$ cat src/rtl/frame_sync_pkg.sv
// Shared definitions for the frame synchroniser.
//   state_e   : controller states (HUNT, LEN, PAYLOAD, CHECK)
//   PRE_A/B   : preamble pair bytes, 0x55 followed by 0xD5
//   len_legal : length-byte legality test against a maximum payload size
package frame_sync_pkg;

  typedef enum logic [1:0] {
    ST_HUNT    = 2'd0,
    ST_LEN     = 2'd1,
    ST_PAYLOAD = 2'd2,
    ST_CHECK   = 2'd3
  } state_e;

  localparam logic [7:0] PRE_A = 8'h55;
  localparam logic [7:0] PRE_B = 8'hD5;

  // A length of zero carries no payload and is treated as corrupt.
  function automatic logic len_legal(input logic [7:0] len, input int unsigned max_len);
    return (len != 8'd0) && (32'(len) <= max_len);
  endfunction

endpackage

$ cat src/rtl/preamble_match.sv
// Preamble pair counter.
// Counts consecutive 0x55,0xD5 byte pairs on the valid byte stream and
// raises a combinational hit on the byte that completes the HDR_PAIRS-th pair.
//   clk, rst_n : clock, asynchronous active-low reset
//   din        : received byte
//   din_vld    : din carries a byte this cycle (no back-pressure; idle cycles are ignored)
//   clear      : hold the counter empty (the controller is locked on a frame)
//   hit        : this byte completes the required number of pairs
module preamble_match
  import frame_sync_pkg::*;
#(
  parameter int HDR_PAIRS = 5
) (
  input  logic       clk,
  input  logic       rst_n,
  input  logic [7:0] din,
  input  logic       din_vld,
  input  logic       clear,
  output logic       hit
);

  localparam int CW = (HDR_PAIRS > 1) ? $clog2(HDR_PAIRS) : 1;

  logic [CW-1:0] cnt_q, cnt_d;
  logic          pend_q, pend_d;   // previous valid byte opened a pair with 0x55

  always_comb begin
    cnt_d  = cnt_q;
    pend_d = pend_q;
    hit    = 1'b0;
    if (clear) begin
      cnt_d  = '0;
      pend_d = 1'b0;
    end else if (din_vld) begin
      if (pend_q && (din == PRE_B)) begin
        pend_d = 1'b0;
        if (cnt_q == CW'(HDR_PAIRS - 1)) begin
          // Completed the last pair; restart so the next hunt begins empty.
          hit   = 1'b1;
          cnt_d = '0;
        end else begin
          cnt_d = cnt_q + CW'(1);
        end
      end else if (din == PRE_A) begin
        // 0x55 where 0xD5 was expected breaks the run but opens a new pair.
        if (pend_q) cnt_d = '0;
        pend_d = 1'b1;
      end else begin
        cnt_d  = '0;
        pend_d = 1'b0;
      end
    end
  end

  always_ff @(posedge clk or negedge rst_n) begin
    if (!rst_n) begin
      cnt_q  <= '0;
      pend_q <= 1'b0;
    end else begin
      cnt_q  <= cnt_d;
      pend_q <= pend_d;
    end
  end

endmodule

$ cat src/rtl/frame_sync_ctrl.sv
// Frame synchroniser: hunts for a preamble of HDR_PAIRS 0x55,0xD5 pairs,
// then reads a length byte, forwards that many payload bytes and checks
// a trailing XOR checksum byte.
//   clk, rst_n : clock, asynchronous active-low reset
//   din        : received byte stream
//   din_vld    : din carries a byte this cycle; valid-only, no ready, idle
//                cycles advance nothing except the locked idle timer
//   dout       : payload byte (holds last value between strobes)
//   dout_vld   : one-cycle strobe per payload byte
//   dout_last  : final payload byte, only together with dout_vld
//   lock       : controller is in LEN, PAYLOAD or CHECK
//   frame_ok   : pulse, checksum matched
//   frame_err  : pulse, bad length, bad checksum or idle timeout
//   frame_cnt  : good-frame count, saturating
//   dbg_state  : current controller state (frame_sync_pkg::state_e encoding)
// All outputs come from registers loaded on the edge that samples the byte.
module frame_sync_ctrl
  import frame_sync_pkg::*;
#(
  parameter int HDR_PAIRS = 5,
  parameter int MAX_LEN   = 64,
  parameter int TIMEOUT   = 16
) (
  input  logic        clk,
  input  logic        rst_n,
  input  logic [7:0]  din,
  input  logic        din_vld,
  output logic [7:0]  dout,
  output logic        dout_vld,
  output logic        dout_last,
  output logic        lock,
  output logic        frame_ok,
  output logic        frame_err,
  output logic [15:0] frame_cnt,
  output logic [1:0]  dbg_state
);

  localparam int IW = $clog2(TIMEOUT + 1);

  state_e        state_q, state_d;
  logic [7:0]    rem_q, rem_d;
  logic [7:0]    csum_q, csum_d;
  logic [IW-1:0] idle_q, idle_d;

  logic [7:0]    dout_q, dout_d;
  logic          dout_vld_q, dout_vld_d;
  logic          dout_last_q, dout_last_d;
  logic          lock_q, lock_d;
  logic          ok_q, ok_d;
  logic          err_q, err_d;
  logic [15:0]   cnt_q, cnt_d;

  logic          pre_hit;
  logic          pre_clear;

  // Pair counting only runs while hunting; once locked it is held empty,
  // which also leaves it cleared on every return to HUNT.
  assign pre_clear = (state_q != ST_HUNT);

  preamble_match #(
    .HDR_PAIRS (HDR_PAIRS)
  ) u_preamble_match (
    .clk     (clk),
    .rst_n   (rst_n),
    .din     (din),
    .din_vld (din_vld),
    .clear   (pre_clear),
    .hit     (pre_hit)
  );

  always_comb begin
    state_d     = state_q;
    rem_d       = rem_q;
    csum_d      = csum_q;
    idle_d      = idle_q;
    dout_d      = dout_q;
    dout_vld_d  = 1'b0;
    dout_last_d = 1'b0;
    ok_d        = 1'b0;
    err_d       = 1'b0;
    cnt_d       = cnt_q;

    if (state_q == ST_HUNT) begin
      idle_d = '0;
      if (pre_hit) state_d = ST_LEN;
    end else if (!din_vld) begin
      // Locked and starved: abandon the frame after TIMEOUT idle cycles.
      if (idle_q == IW'(TIMEOUT - 1)) begin
        err_d   = 1'b1;
        state_d = ST_HUNT;
        idle_d  = '0;
      end else begin
        idle_d = idle_q + IW'(1);
      end
    end else begin
      idle_d = '0;
      case (state_q)
        ST_LEN: begin
          if (len_legal(din, MAX_LEN)) begin
            rem_d   = din;
            csum_d  = '0;
            state_d = ST_PAYLOAD;
          end else begin
            err_d   = 1'b1;
            state_d = ST_HUNT;
          end
        end
        ST_PAYLOAD: begin
          dout_d     = din;
          dout_vld_d = 1'b1;
          csum_d     = csum_q ^ din;
          rem_d      = rem_q - 8'd1;
          if (rem_q == 8'd1) begin
            dout_last_d = 1'b1;
            state_d     = ST_CHECK;
          end
        end
        ST_CHECK: begin
          state_d = ST_HUNT;
          if (din == csum_q) begin
            ok_d = 1'b1;
            if (cnt_q != 16'hFFFF) cnt_d = cnt_q + 16'd1;
          end else begin
            err_d = 1'b1;
          end
        end
        default: state_d = ST_HUNT;
      endcase
    end

    lock_d = (state_d != ST_HUNT);
  end

  always_ff @(posedge clk or negedge rst_n) begin
    if (!rst_n) begin
      state_q     <= ST_HUNT;
      rem_q       <= '0;
      csum_q      <= '0;
      idle_q      <= '0;
      dout_q      <= '0;
      dout_vld_q  <= 1'b0;
      dout_last_q <= 1'b0;
      lock_q      <= 1'b0;
      ok_q        <= 1'b0;
      err_q       <= 1'b0;
      cnt_q       <= '0;
    end else begin
      state_q     <= state_d;
      rem_q       <= rem_d;
      csum_q      <= csum_d;
      idle_q      <= idle_d;
      dout_q      <= dout_d;
      dout_vld_q  <= dout_vld_d;
      dout_last_q <= dout_last_d;
      lock_q      <= lock_d;
      ok_q        <= ok_d;
      err_q       <= err_d;
      cnt_q       <= cnt_d;
    end
  end

  assign dout      = dout_q;
  assign dout_vld  = dout_vld_q;
  assign dout_last = dout_last_q;
  assign lock      = lock_q;
  assign frame_ok  = ok_q;
  assign frame_err = err_q;
  assign frame_cnt = cnt_q;
  assign dbg_state = state_q;

endmodule

$ cat config.mk
export PLATFORM = sky130hd
export DESIGN_NAME = frame_sync_ctrl
export DESIGN_NICKNAME = d
export VERILOG_FILES = /design/src/rtl/frame_sync_pkg.sv /design/src/rtl/preamble_match.sv /design/src/rtl/frame_sync_ctrl.sv
export SDC_FILE = /design/constraint.sdc
export NUM_CORES = 1
export LEC_CHECK = 0
export BUFFER_PORTS_ARGS = -buffer_cell sky130_fd_sc_hd__clkbuf_2
export CAP_MARGIN = 15
export CORE_ASPECT_RATIO = 1.75
export CORE_MARGIN = 1.5
export CORE_UTILIZATION = 45
export DETAILED_ROUTE_END_ITERATION = 8
export PLACE_DENSITY = 0.67
export SYNTH_ARGS = -nofsm -noshare
export SYNTH_HDL_FRONTEND = slang
export SYNTH_SLANG_ARGS = --single-unit
$ cat constraint.sdc
create_clock -name clk -period 2.15 [get_ports clk]
set_input_delay 0.215 -clock clk [delete_from_list [all_inputs] [get_ports clk]]
set_output_delay 0.215 -clock clk [all_outputs]
set_load 0.02 [all_outputs]
# Word level (Yosys, flattened, before mapping)
# Cells that the tools add are included.
word_totals:
  romBits: 0
  memories: 0
  output_inout_bits: 31
  input_bits: 11
  latch_bits: 0
  ff_bits: 56
  word_cells: 89
  ramBits: 0
classes:
  order_cmp: 1
  eq_ne: 12
  addsub: 4
  n_mul: 0
  n_mux: 45
  shift: 0
  n_div: 0
  n_bitwise: 2
  reduce_logical: 12
op_table:
  columns: ["operator", "count"]
  rows:
  - ["$pmux 8 s2", 2]
  - ["$mux 1", 24]
  - ["$mux 3", 6]
  - ["$add 16x1->16 const B", 1]
  - ["$mux 8", 2]
  - ["$ne 16x16->1 const B", 1]
  - ["$mux 5", 3]
  - ["$mux 2", 6]
  - ["$eq 8x1->1 const B", 1]
  - ["$eq 8x7->1 const B", 1]
  - ["$eq 8x8->1", 1]
  - ["$eq 8x8->1 const B", 1]
  - ["$le 8x7->1 const B", 1]
  - ["$reduce_bool 2->1", 4]
  - ["$reduce_bool 8->1", 1]
  - ["$sub 8x1->8 const B", 1]
  - ["$xor 8x8->8", 1]
  - ["$add 5x1->5 const B", 1]
  - ["$eq 5x4->1 const B", 1]
  - ["$reduce_and 5->1", 1]
  - ["$eq 2x2->1 const B", 2]
  - ["$ne 4x2->1 const B", 1]
  - ["$pmux 2 s2", 1]
  - ["$reduce_and 4->1", 1]
  - ["10 further kinds", 11]

# Longest topological paths before layout
# Gate-level depths: netlist of run 1.
depth:
  ltp_word: 8
  mapped_depth: 8
  mapped_depth_nobuf: 8

# Hierarchy
# Synthesis of run 1 repeated with hierarchy kept, for this count alone.
unflattened:
  cells_unflattened: 300
  hier_area_um2: 3121.7
modules_own_cells:
  columns: ["mod", "seq_area_each_um2", "cells_per_inst", "n_inst", "area_per_inst_um2"]
  rows:
  - ["frame_sync_ctrl", 1301.2, 268, 1, 2791.4]
  - ["preamble_match", 100.1, 32, 1, 330.3]

# Worst setup path after synthesis of run 1
# No wires, ideal clock.
synth_timing:
  path_type: "register -> register"
  startpoint: "register state_q[1] (netlist: dbg_state[1])"
  endpoint: "register csum_q[6]"
  arrival_time_ns: 2.029
  n_path_buf: 1
  stages_incl_launch_ff: 8
  required_time_ns: 2.024
  synth_period_minus_slack_ns: 2.155
  setup_slack_ns: -0.005
  setup_ns: 0.126
  cell_sequence: "dfrtp_1 -> inv_1 -> ha_1 -> nand2_1 -> a2111oi_0 -> nor3_2 -> buf_2 -> a221o_1"
synth_between:
  elab_chain_cells: 3
  elab_cells_between_ends: 8
  classes_between: "3 x eq/ne; 1 x mux; 1 x bitwise; 3 x reduce/logical"
synth_rtl:
  columns: ["element", "line", "source"]
  rows:
  - ["start: declaration", "frame_sync_ctrl.sv:40", "state_e state_q, state_d;"]
  - ["start signal: assignment", "frame_sync_ctrl.sv:148", "state_q <= state_d;"]
  - ["$eq 2x1->1 (tied with other cells)", "frame_sync_ctrl.sv:97", "case (state_q)"]
  - ["$ne 2x2->1 (no source line) (tied with other cells)", null, null]
  - ["$reduce_and 4->1 (no source line)", null, null]
  - ["end signal: assignment", "frame_sync_ctrl.sv:150", "csum_q <= csum_d;"]
  - ["end: declaration", "frame_sync_ctrl.sv:42", "logic [7:0] csum_q, csum_d;"]
# Parallel ways exist; a longest one is shown, timed or not.
# A chain may end at the register's enable or synchronous reset.

# Worst setup path in the final report of run 1
# Same ends and word-level chain as after synthesis.

==> impl_metrics.env, run 1 <==
export IMPL_fillerInstances=602
export IMPL_worst_endpoint_arrival_ns=2.25
export IMPL_synth_seq_area_share=0.460
export IMPL_setup_violations=0
export IMPL_holdCritPathClass="input pin to flip-flop"
export IMPL_worst_slew_pin_slew_ns=0.479
export IMPL_dr_total_vias=2446
export IMPL_synthToLayoutAreaGrowth_pct=22.4
export IMPL_final_max_slew_viol_count=0
export IMPL_route_detailed_drc=0
export IMPL_count_of_clock_tree_sinks=56
export IMPL_fin_crit_sh=0.960
export IMPL_capturing_element_type_of_the_critical_path="flip-flop"
export IMPL_ff_latch_area_um2=1400
export IMPL_crit_reg2reg_launch="dbg_state[1]"
export IMPL_final_min_clock_period_ns=2.06
export IMPL_portBuffers=41
export IMPL_gr_usage_all_layers=0.206
export IMPL_drt_iter0_drc=124
export IMPL_cts_made_buffers=5
export IMPL_clk_path_buf_depth=2
export IMPL_instance_count_after_placement_with_tap_cells_included=431
export IMPL_post_cts_buffers=0
export IMPL_wirelength_um=6880
export IMPL_clock_skew_final_ns=0.00248
export IMPL_number_of_antenna_violations_at_the_first_check_in_global_routing=0
export IMPL_asyncSetResetFlopFracSynth=1.00
export IMPL_synth_edff_count=0
export IMPL_max_slew_margin=0.678
export IMPL_gp_congestion=0.828
export IMPL_min_delay_start="din_vld"
export IMPL_crit_fanout=16
export IMPL_cts_tree="done"
export IMPL_fp_row_count=39
export IMPL_synth_warnings=0
export IMPL_multi_input_comb_area_um2=1570
export IMPL_static_leakage_power_nw=1.91
export IMPL_crit_chain="inv_1 -> ha_1 -> and4b_1 -> and3_1 -> nor3_4 -> buf_12 -> nor3_1 -> a221o_1"
export IMPL_route_antenna_remaining_nets=0
export IMPL_dr_pass1_iters=4
export IMPL_vdd_drop_max_mv=0.459
export IMPL_synthesis_area_um2=3050
export IMPL_fp_coreArea_um2=6540
export IMPL_first_pass_grt_wire_length_um=11600
export IMPL_share_of_post_route_cells_with_drive_strength_above_1=0.270
export IMPL_dieHeight_um=112
export IMPL_die_width_um=65.2
export IMPL_synth_fp_nets=320
export IMPL_cell_depth_of_the_worst_min_delay_path=2
export IMPL_initial_utilization=0.466
export IMPL_clock_root_buffer="sky130_fd_sc_hd__clkbuf_16"
export IMPL_rr_endpoint="csum_q[6]"
export IMPL_timing_critical_path_from_type="flip-flop"
export IMPL_achievable_frequency_ghz=0.485
export IMPL_comb_power_share=0.048
export IMPL_critical_path_n_buffers_inverters=2
export IMPL_regToRegSetupSlack_ns=0.09
export IMPL_largest_net_degree_at_the_start_of_global_routing=57
export IMPL_num_io_pins=42
export IMPL_cp_slowest_stage_delay_ns=0.40
export IMPL_synth_seq_cells=56
export IMPL_internal_power_mw=1.70
export IMPL_dp_hpwl_um=4980
export IMPL_nets=380
export IMPL_final_hold_viol_count=0
export IMPL_avgViaCountPerCell=5.55
export IMPL_cap_violations=0
export IMPL_ys_dominant_reg_cell="sky130_fd_sc_hd__dfrtp_1"
export IMPL_pwr_share_clk=0.459
export IMPL_gr_total_overflow=0
export IMPL_ys_types=48
export IMPL_synth_avg_cell_area_um2=10.2
export IMPL_critical_path_slowest_cell="sky130_fd_sc_hd__dfrtp_2"
export IMPL_worst_path_stages=8
export IMPL_antenna_cells_inserted=0
export IMPL_post_synth_inst_count=298
export IMPL_switching_share=0.202
export IMPL_final_cells=441
export IMPL_detailed_place_area_um2=3480
export IMPL_clk_pin_slew_worst_paths_ns=0.07
export IMPL_kind_of_cell_adding_the_most_delay_to_the_critical_path="simple AND/OR/NAND/NOR gates"
export IMPL_pwr_density_nw_per_um2=572
export IMPL_crit_required_ns=2.33
export IMPL_r2r_cells=8
export IMPL_outcome="completed"
export IMPL_detailed_route_wire_length_per_cell_um=15.6
export IMPL_worstSkewPairLatency_ns=0.30
export IMPL_switching_power_mw=0.433
export IMPL_cts_htree_levels=2
export IMPL_seq_power_share=0.493
export IMPL_grt_pass1_vias=2429
export IMPL_fin_area_um2=3730
export IMPL_dieArea_um2=7300
export IMPL_worst_hold_path_endpoint="idle_q[2]"
export IMPL_worstSetupPathType="flip-flop to flip-flop"
[logic make-up (layout without fill, tap and decap cells)]
group                      count (synthesis)  in the layout  share of synthesized area
xor gates and xnor gates                  23             23                     0.0661
adders and majority gates                 11             11                     0.0451
buffers and inverters                     24             85                     0.0369
DFF                                       56             56                      0.460
AOI/OAI and AO/OA                         50             50                      0.114
and+or+nand+nor                          121            121                      0.231
muxes                                     13             13                     0.0472
[synthesized netlist by cell type, types with 3 or more instances]
library cell,number,area (µm²)
sky130_fd_sc_hd__a31oi_1,3,18.8
sky130_fd_sc_hd__a22o_1,6,52.6
sky130_fd_sc_hd__buf_2,3,15.0
sky130_fd_sc_hd__nor4_2,6,75.1
sky130_fd_sc_hd__nand2b_1,14,87.6
sky130_fd_sc_hd__dfrtp_1,56,1400
sky130_fd_sc_hd__ha_1,11,138
sky130_fd_sc_hd__and3_1,5,31.3
sky130_fd_sc_hd__nor4_1,3,18.8
sky130_fd_sc_hd__a21oi_1,8,40.0
sky130_fd_sc_hd__nand4_1,5,31.3
sky130_fd_sc_hd__nand3_1,14,70.1
sky130_fd_sc_hd__o22a_1,8,70.1
sky130_fd_sc_hd__inv_1,11,41.3
sky130_fd_sc_hd__nor2b_1,4,25.0
sky130_fd_sc_hd__nor3_1,16,80.1
sky130_fd_sc_hd__o21ai_0,13,65.1
sky130_fd_sc_hd__nand2_1,24,90.1
sky130_fd_sc_hd__mux2_2,11,124
sky130_fd_sc_hd__or3_1,3,18.8
sky130_fd_sc_hd__xor2_1,22,193
sky130_fd_sc_hd__clkbuf_1,6,22.5
sky130_fd_sc_hd__nor2_1,14,52.6
[through the flow]
step / power, mW / utilization / setup TNS [ns] / setup WS [ns] / hold WS, ns
finish: 2.14 / 0.571 / 0 / 0.0865 / 0.156
global placement: 1.17 / 0.533 / 0 / 0.0839 / 0.245
detailed placement: 1.17 / 0.533 / 0 / 0.0324 / 0.249
CTS: 2.16 / 0.562 / 0 / 0.0263 / 0.152
floorplan: 1.11 / - / 0 / 0.0144 / -0.0806
global route: 2.20 / 0.571 / -0.0138 / -0.0138 / 0.167
[placed cells by master, fill, tap and decap left out, drive strengths merged, types with 2 or more instances in the layout]
| master | n |
|---|---|
| a21oi | 8 |
| a221o | 2 |
| a22o | 6 |
| a31oi | 3 |
| a41oi | 2 |
| and2 | 2 |
| and3 | 5 |
| and4 | 2 |
| buf | 23 |
| clkbuf | 49 |
| dfrtp | 56 |
| ha | 11 |
| inv | 11 |
| mux2 | 11 |
| mux2i | 2 |
| nand2 | 24 |
| nand2b | 14 |
| nand3 | 14 |
| nand4 | 6 |
| nor2 | 14 |
| nor2b | 4 |
| nor3 | 17 |
| nor3b | 2 |
| nor4 | 10 |
| o21ai | 13 |
| o22a | 8 |
| or3 | 3 |
| xor2 | 22 |
[repair_timing]
item                       CTS  global route
hold endpoints to repair    56             0
hold buffers                 1             0
gates resized for setup      0             5
setup endpoints to repair    0            23
[worst max-delay path by stage]
stage / from / end / slack (ns)
after floorplan: dbg_state[0] / csum_q[6] / 0.01
after global placement: csum_q[1] / frame_cnt[14] / 0.08
after detailed placement: csum_q[1] / frame_cnt[14] / 0.03
after CTS: csum_q[1] / frame_cnt[14] / 0.03
after global routing: dbg_state[0] / csum_q[3] / -0.01
final: dbg_state[1] / csum_q[6] / 0.09
[power groups by stage]
stage / Clock, mW / Sequential, mW / Combinational [mW]
after floorplan: 0 / 1.07 / 0.0354
after CTS: 1.01 / 1.05 / 0.101
after detailed placement: 0 / 1.07 / 0.0998
after global routing: 1.03 / 1.05 / 0.115
final: 0.981 / 1.05 / 0.103
after global placement: 0 / 1.07 / 0.0991
[cell type report]
type | instances | share of cell area
multi-input cells | 218 | 0.419
well taps | 82 | 0.0275
repair buffers | 66 | 0.117
clock buffers | 7 | 0.0409
flip-flops and latches | 56 | 0.376
clock inverters | 1 | 0.00805
inverters | 11 | 0.0111
[sequential cells by signal, summed over array words and instances (netlist names)]
signal                   count
u_preamble_match.pend_q      1
dbg_state                    2
frame_cnt                   16
u_preamble_match.cnt_q       3
frame_ok                     1
idle_q                       5
dout_vld                     1
dout_last                    1
csum_q                       8
frame_err                    1
rem_q                        8
lock                         1
dout                         8
[per-layer routing]
layer | wire length [µm] | vias up | share of wire | track usage
li1 | - | 1182 | - | -
met1 | 2650 | 1193 | 0.38 | 0.240
met2 | 3810 | 60 | 0.55 | 0.358
met3 | 258 | 11 | 0.038 | 0.0434
met4 | 167 | 0 | 0.024 | 0.0875
met5 | 0 | - | 0 | 0
(Power assumes the default switching activity.)
==> run 2, diff against run 1 <==
--- a/config.mk
+++ b/config.mk
@@ -9,9 +9,9 @@
 export CAP_MARGIN = 15
 export CORE_ASPECT_RATIO = 1.75
 export CORE_MARGIN = 1.5
-export CORE_UTILIZATION = 45
+export CORE_UTILIZATION = 52
 export DETAILED_ROUTE_END_ITERATION = 8
-export PLACE_DENSITY = 0.67
+export PLACE_DENSITY = 0.76
 export SYNTH_ARGS = -nofsm -noshare
 export SYNTH_HDL_FRONTEND = slang
 export SYNTH_SLANG_ARGS = --single-unit
==> impl_metrics.env, run 2 (same netlist as run 1, synthesis figures left out) <==
export IMPL_final_cells=432
export IMPL_antenna_cells_inserted=0
export IMPL_worstSetupPathType="flip-flop to flip-flop"
export IMPL_static_leakage_power_nw=1.84
export IMPL_avgViaCountPerCell=5.71
export IMPL_worstSkewPairLatency_ns=0.33
export IMPL_seq_power_share=0.564
export IMPL_num_io_pins=42
export IMPL_die_width_um=60.9
export IMPL_portBuffers=41
export IMPL_initial_utilization=0.542
export IMPL_clk_pin_slew_worst_paths_ns=0.10
export IMPL_final_setup_worst_slack_ns=0.116
export IMPL_achievable_frequency_ghz=0.492
export IMPL_gr_usage_all_layers=0.230
export IMPL_mostFrequentLayoutCells="sky130_fd_sc_hd__dfrtp_1, sky130_fd_sc_hd__clkbuf_2, sky130_fd_sc_hd__nand2_1, sky130_fd_sc_hd__xor2_1, sky130_fd_sc_hd__buf_4"
export IMPL_timing_critical_path_from_type="flip-flop"
export IMPL_fp_coreArea_um2=5630
export IMPL_dr_pass1_iters=4
export IMPL_first_pass_grt_wire_length_um=11100
export IMPL_grt_pass1_vias=2463
export IMPL_rsz_0062_raised_after_global_routing="no"
export IMPL_pwr_density_nw_per_um2=519
export IMPL_critical_path_n_buffers_inverters=2
export IMPL_cp_slowest_stage_delay_ns=0.39
export IMPL_worst_endpoint_arrival_ns=2.25
export IMPL_outcome="completed"
export IMPL_fp_row_count=36
export IMPL_instance_count_after_placement_with_tap_cells_included=422
export IMPL_pwr_share_clk=0.385
export IMPL_crit_fanout=32
export IMPL_clock_skew_final_ns=0.0113
export IMPL_cell_depth_of_the_worst_min_delay_path=2
export IMPL_share_of_post_route_cells_with_drive_strength_above_1=0.264
export IMPL_drt_iter0_drc=118
export IMPL_cts_htree_levels=2
export IMPL_kind_of_cell_adding_the_most_delay_to_the_critical_path="simple AND/OR/NAND/NOR gates"
export IMPL_setup_violations=0
export IMPL_worst_slew_pin_slew_ns=0.437
export IMPL_count_of_clock_tree_sinks=56
export IMPL_route_detailed_drc=0
export IMPL_max_slew_margin=0.707
export IMPL_r2r_cells=8
export IMPL_crit_reg2reg_launch="dbg_state[0]"
export IMPL_switching_power_mw=0.429
export IMPL_final_hold_viol_count=0
export IMPL_dieArea_um2=6350
export IMPL_fin_crit_sh=0.946
export IMPL_detailed_route_wire_length_per_cell_um=15.6
export IMPL_post_place_ws_ns=0.0907
export IMPL_wirelength_um=6730
export IMPL_post_layout_utilization_of_the_core=0.638
export IMPL_capturing_element_type_of_the_critical_path="flip-flop"
export IMPL_timing_setup_tns_ns=0
export IMPL_rr_endpoint="csum_q[6]"
export IMPL_number_of_antenna_violations_at_the_first_check_in_global_routing=0
export IMPL_largest_net_degree_at_the_start_of_global_routing=33
export IMPL_switching_share=0.230
export IMPL_dp_hpwl_um=5080
export IMPL_route_antenna_remaining_nets=0
export IMPL_dieHeight_um=104
export IMPL_layout_commonest_cell="sky130_fd_sc_hd__dfrtp_1"
export IMPL_regToRegSetupSlack_ns=0.12
export IMPL_final_max_slew_viol_count=0
export IMPL_crit_chain="inv_1 -> ha_1 -> and4b_1 -> and3_1 -> nor3_2 -> buf_12 -> nor3_1 -> a221o_1"
export IMPL_cap_violations=0
export IMPL_cts_made_buffers=5
export IMPL_crit_required_ns=2.36
export IMPL_min_delay_start="din[3]"
export IMPL_clk_path_buf_depth=2
export IMPL_vdd_drop_max_mv=0.409
export IMPL_dr_total_vias=2465
export IMPL_comb_power_share=0.051
export IMPL_synthToLayoutAreaGrowth_pct=17.8
export IMPL_final_min_clock_period_ns=2.03
export IMPL_gp_congestion=0.833
export IMPL_number_of_flip_flops_under_the_largest_register_name=16
export IMPL_critical_path_slowest_cell="sky130_fd_sc_hd__dfrtp_1"
export IMPL_clock_root_buffer="sky130_fd_sc_hd__clkbuf_8"
export IMPL_internal_power_mw=1.44
export IMPL_nets=377
export IMPL_cts_tree="done"
export IMPL_worst_hold_path_endpoint="dout[3]"
export IMPL_gr_total_overflow=0
export IMPL_holdCritPathClass="input pin to flip-flop"
[run 2: per-stage QoR]
| step | instance area [µm²] | hold slack [ns] | power, mW |
|---|---|---|---|
| after floorplan | 3050 | -0.0806 | 1.11 |
| after global placement | 3450 | 0.167 | 1.17 |
| after detailed placement | 3450 | 0.172 | 1.17 |
| after CTS | 3580 | 0.235 | 1.89 |
| after global routing | 3590 | 0.244 | 1.94 |
| final | 3590 | 0.238 | 1.87 |
[run 2: cell type report]
class / instances / area [µm²]
Multi-Input combinational cell: 218 / 1540
Fill cell: 466 / 2040
Inverter: 11 / 41.3
Tap cell: 76 / 95.1
Timing Repair Buffer: 63 / 398
Clock inverter: 3 / 46.3
Clock buffer: 5 / 68.8
Sequential cell: 56 / 1400
[run 2: timing repair]
action	CTS	global route
hold endpoints to repair	14	0
setup buffers	0	1
setup endpoints to repair	0	18
hold buffers	1	0
resized for setup	0	2
[run 2: worst max-delay path by stage]
stage                 startpoint           end  slack [ns]  depth (start not counted)
CTS                    csum_q[1]  frame_cnt[8]        0.07                          6
global placement    dbg_state[0]     csum_q[6]        0.17                          7
detailed placement     csum_q[1]  frame_cnt[8]        0.09                          6
global route        dbg_state[0]     csum_q[6]       0.003                          8
finish              dbg_state[0]     csum_q[6]        0.12                          8
floorplan           dbg_state[0]     csum_q[6]        0.01                          7
[run 2: routing by layer]
metal | vias to the layer above | GRT usage | share of wire
met1 | 1208 | 0.238 | 0.38
li1 | 1177 | - | -
met5 | - | 0 | 0
met4 | 0 | 0.123 | 0.038
met3 | 19 | 0.0398 | 0.031
met2 | 61 | 0.410 | 0.55
[run 2: power by group through the flow]
| stage | combinational, mW | sequential [mW] | clock [mW] |
|---|---|---|---|
| after detailed placement | 0.0946 | 1.07 | 0 |
| after global routing | 0.108 | 1.05 | 0.777 |
| after global placement | 0.0930 | 1.07 | 0 |
| final | 0.0957 | 1.05 | 0.718 |
| after CTS | 0.0964 | 1.05 | 0.740 |
| after floorplan | 0.0354 | 1.07 | 0 |
==> run 3, diff against run 2 <==
--- a/config.mk
+++ b/config.mk
@@ -8,7 +8,6 @@
 export BUFFER_PORTS_ARGS = -buffer_cell sky130_fd_sc_hd__clkbuf_2
 export CAP_MARGIN = 15
 export CORE_ASPECT_RATIO = 1.75
-export CORE_MARGIN = 1.5
 export CORE_UTILIZATION = 52
 export DETAILED_ROUTE_END_ITERATION = 8
 export PLACE_DENSITY = 0.76
==> impl_metrics.env, run 3 (same netlist as run 1, synthesis figures left out) <==
export IMPL_outcome="completed"
export IMPL_vdd_drop_max_mv=0.363
export IMPL_cts_tree="done"
export IMPL_pwr_density_nw_per_um2=484
export IMPL_crit_fanout=32
export IMPL_final_hold_viol_count=0
export IMPL_wirelength_um=6670
export IMPL_dr_total_vias=2460
export IMPL_cts_made_buffers=5
export IMPL_route_detailed_drc=0
export IMPL_fp_row_count=36
export IMPL_detailed_place_area_um2=3430
export IMPL_fin_area_um2=3530
export IMPL_final_min_clock_period_ns=2.02
export IMPL_portBuffers=41
export IMPL_number_of_flip_flops_under_the_largest_register_name=16
export IMPL_pwr_share_clk=0.331
export IMPL_first_pass_grt_wire_length_um=11300
export IMPL_final_setup_worst_slack_ns=0.132
export IMPL_number_of_antenna_violations_at_the_first_check_in_global_routing=0
export IMPL_share_of_post_route_cells_with_drive_strength_above_1=0.254
export IMPL_worstSkewPairLatency_ns=0.31
export IMPL_drt_iter0_drc=104
export IMPL_max_slew_margin=0.711
export IMPL_seq_power_share=0.615
export IMPL_dieHeight_um=103
export IMPL_num_io_pins=42
export IMPL_crit_required_ns=2.35
export IMPL_worstSetupPathType="flip-flop to flip-flop"
export IMPL_internal_power_mw=1.31
export IMPL_holdCritPathClass="input pin to asynchronous set/reset pin"
export IMPL_die_width_um=59.9
export IMPL_fin_crit_sh=0.939
export IMPL_avgViaCountPerCell=5.71
export IMPL_clock_skew_final_ns=0.00696
export IMPL_largest_net_degree_at_the_start_of_global_routing=33
export IMPL_synthToLayoutAreaGrowth_pct=15.9
export IMPL_fillerInstances=487
export IMPL_worst_endpoint_arrival_ns=2.22
export IMPL_layout_commonest_cell="sky130_fd_sc_hd__dfrtp_1"
export IMPL_setup_violations=0
export IMPL_clk_pin_slew_worst_paths_ns=0.10
export IMPL_initial_utilization=0.542
export IMPL_gr_usage_all_layers=0.240
export IMPL_cts_htree_levels=2
export IMPL_comb_power_share=0.053
export IMPL_switching_power_mw=0.397
export IMPL_count_of_clock_tree_sinks=56
export IMPL_switching_share=0.232
export IMPL_capturing_element_type_of_the_critical_path="flip-flop"
export IMPL_worst_slew_pin_slew_ns=0.429
export IMPL_mostFrequentLayoutCells="sky130_fd_sc_hd__dfrtp_1, sky130_fd_sc_hd__clkbuf_2, sky130_fd_sc_hd__nand2_1, sky130_fd_sc_hd__xor2_1, sky130_fd_sc_hd__buf_4"
export IMPL_ff_latch_area_um2=1400
export IMPL_cap_violations=0
export IMPL_antenna_cells_inserted=0
export IMPL_route_antenna_remaining_nets=0
export IMPL_fp_coreArea_um2=5630
export IMPL_nets=376
export IMPL_timing_critical_path_from_type="flip-flop"
export IMPL_timing_setup_tns_ns=0
export IMPL_final_max_slew_viol_count=0
export IMPL_detailed_route_wire_length_per_cell_um=15.5
export IMPL_gp_congestion=0.866
export IMPL_post_place_ws_ns=0.101
export IMPL_clk_path_buf_depth=2
export IMPL_dieArea_um2=6190
export IMPL_achievable_frequency_ghz=0.496
export IMPL_multi_input_comb_area_um2=1540
export IMPL_dp_hpwl_um=5000
export IMPL_clock_root_buffer="sky130_fd_sc_hd__clkbuf_8"
export IMPL_grt_pass1_vias=2589
export IMPL_dr_pass1_iters=4
export IMPL_hold_ws_ns=0.229
export IMPL_static_leakage_power_nw=1.82
export IMPL_rsz_0062_raised_after_global_routing="no"
export IMPL_gr_total_overflow=0
-- run 3: metrics by stage --
stage / utilization / total power, mW / instances
floorplan: - / 1.11 / 298
global placement: 0.610 / 1.16 / 421
detailed placement: 0.610 / 1.16 / 421
CTS: 0.626 / 1.72 / 430
global route: 0.628 / 1.77 / 431
finish: 0.628 / 1.71 / 431
-- run 3: per-layer routing --
metal	share of wire	GRT usage	wire length (µm)	vias up
met1	0.39	0.254	2590	1207
met5	0	0	0	-
met4	0.026	0.107	175	0
met2	0.56	0.454	3710	67
li1	-	-	-	1172
met3	0.029	0.0336	191	14
-- run 3: final cells by class --
| type | count | share of cell area |
|---|---|---|
| Multi-Input combinational cell | 218 | 0.435 |
| Sequential cell | 56 | 0.397 |
| Timing Repair Buffer | 62 | 0.107 |
| Tap cell | 76 | 0.0269 |
| Clock buffer | 7 | 0.0216 |
| Inverter | 11 | 0.0117 |
| Clock inverter | 1 | 0.00142 |
-- run 3: path summary, 6_finish.rpt --
| check | start | slack [ns] | depth (start not counted) | endpoint |
|---|---|---|---|---|
| setup reg to reg | dbg_state[1] | 0.13 | 8 | csum_q[7] |
| setup / recovery | dbg_state[1] | 0.13 | 8 | csum_q[7] |
| hold reg to reg | idle_q[0] | 0.48 | 1 | idle_q[0] |
| min in group clk | din[1] | 0.25 | 2 | dout[1] |
| max in group asynchronous | rst_n | 1.38 | 3 | csum_q[2] |
| hold / removal | rst_n | 0.23 | 2 | frame_cnt[10] |
-- run 3: power by group through the flow --
stage	Clock, mW	Sequential (mW)	Combinational [mW]
3_5_place_dp	0	1.07	0.0906
3_3_place_gp	0	1.07	0.0888
4_1_cts	0.578	1.05	0.0928
6_report	0.566	1.05	0.0914
5_1_grt	0.618	1.05	0.102
2_1_floorplan	0	1.07	0.0354
-- run 3: critical path, cell delays in order, from the launching register on --
cell                      delay [ns]
sky130_fd_sc_hd__dfrtp_2        0.41
sky130_fd_sc_hd__inv_1          0.09
sky130_fd_sc_hd__ha_1           0.25
sky130_fd_sc_hd__and4b_1        0.20
sky130_fd_sc_hd__and3_1         0.18
sky130_fd_sc_hd__nor3_2         0.22
sky130_fd_sc_hd__buf_12         0.21
sky130_fd_sc_hd__nor3_1         0.07
sky130_fd_sc_hd__a221o_1        0.26
-- run 3: timing repair --
action,CTS,global route
setup endpoints to repair,0,14
endpoints found under the hold margin,56,0
resized for setup,0,1
setup buffers,0,1
hold buffers,1,0
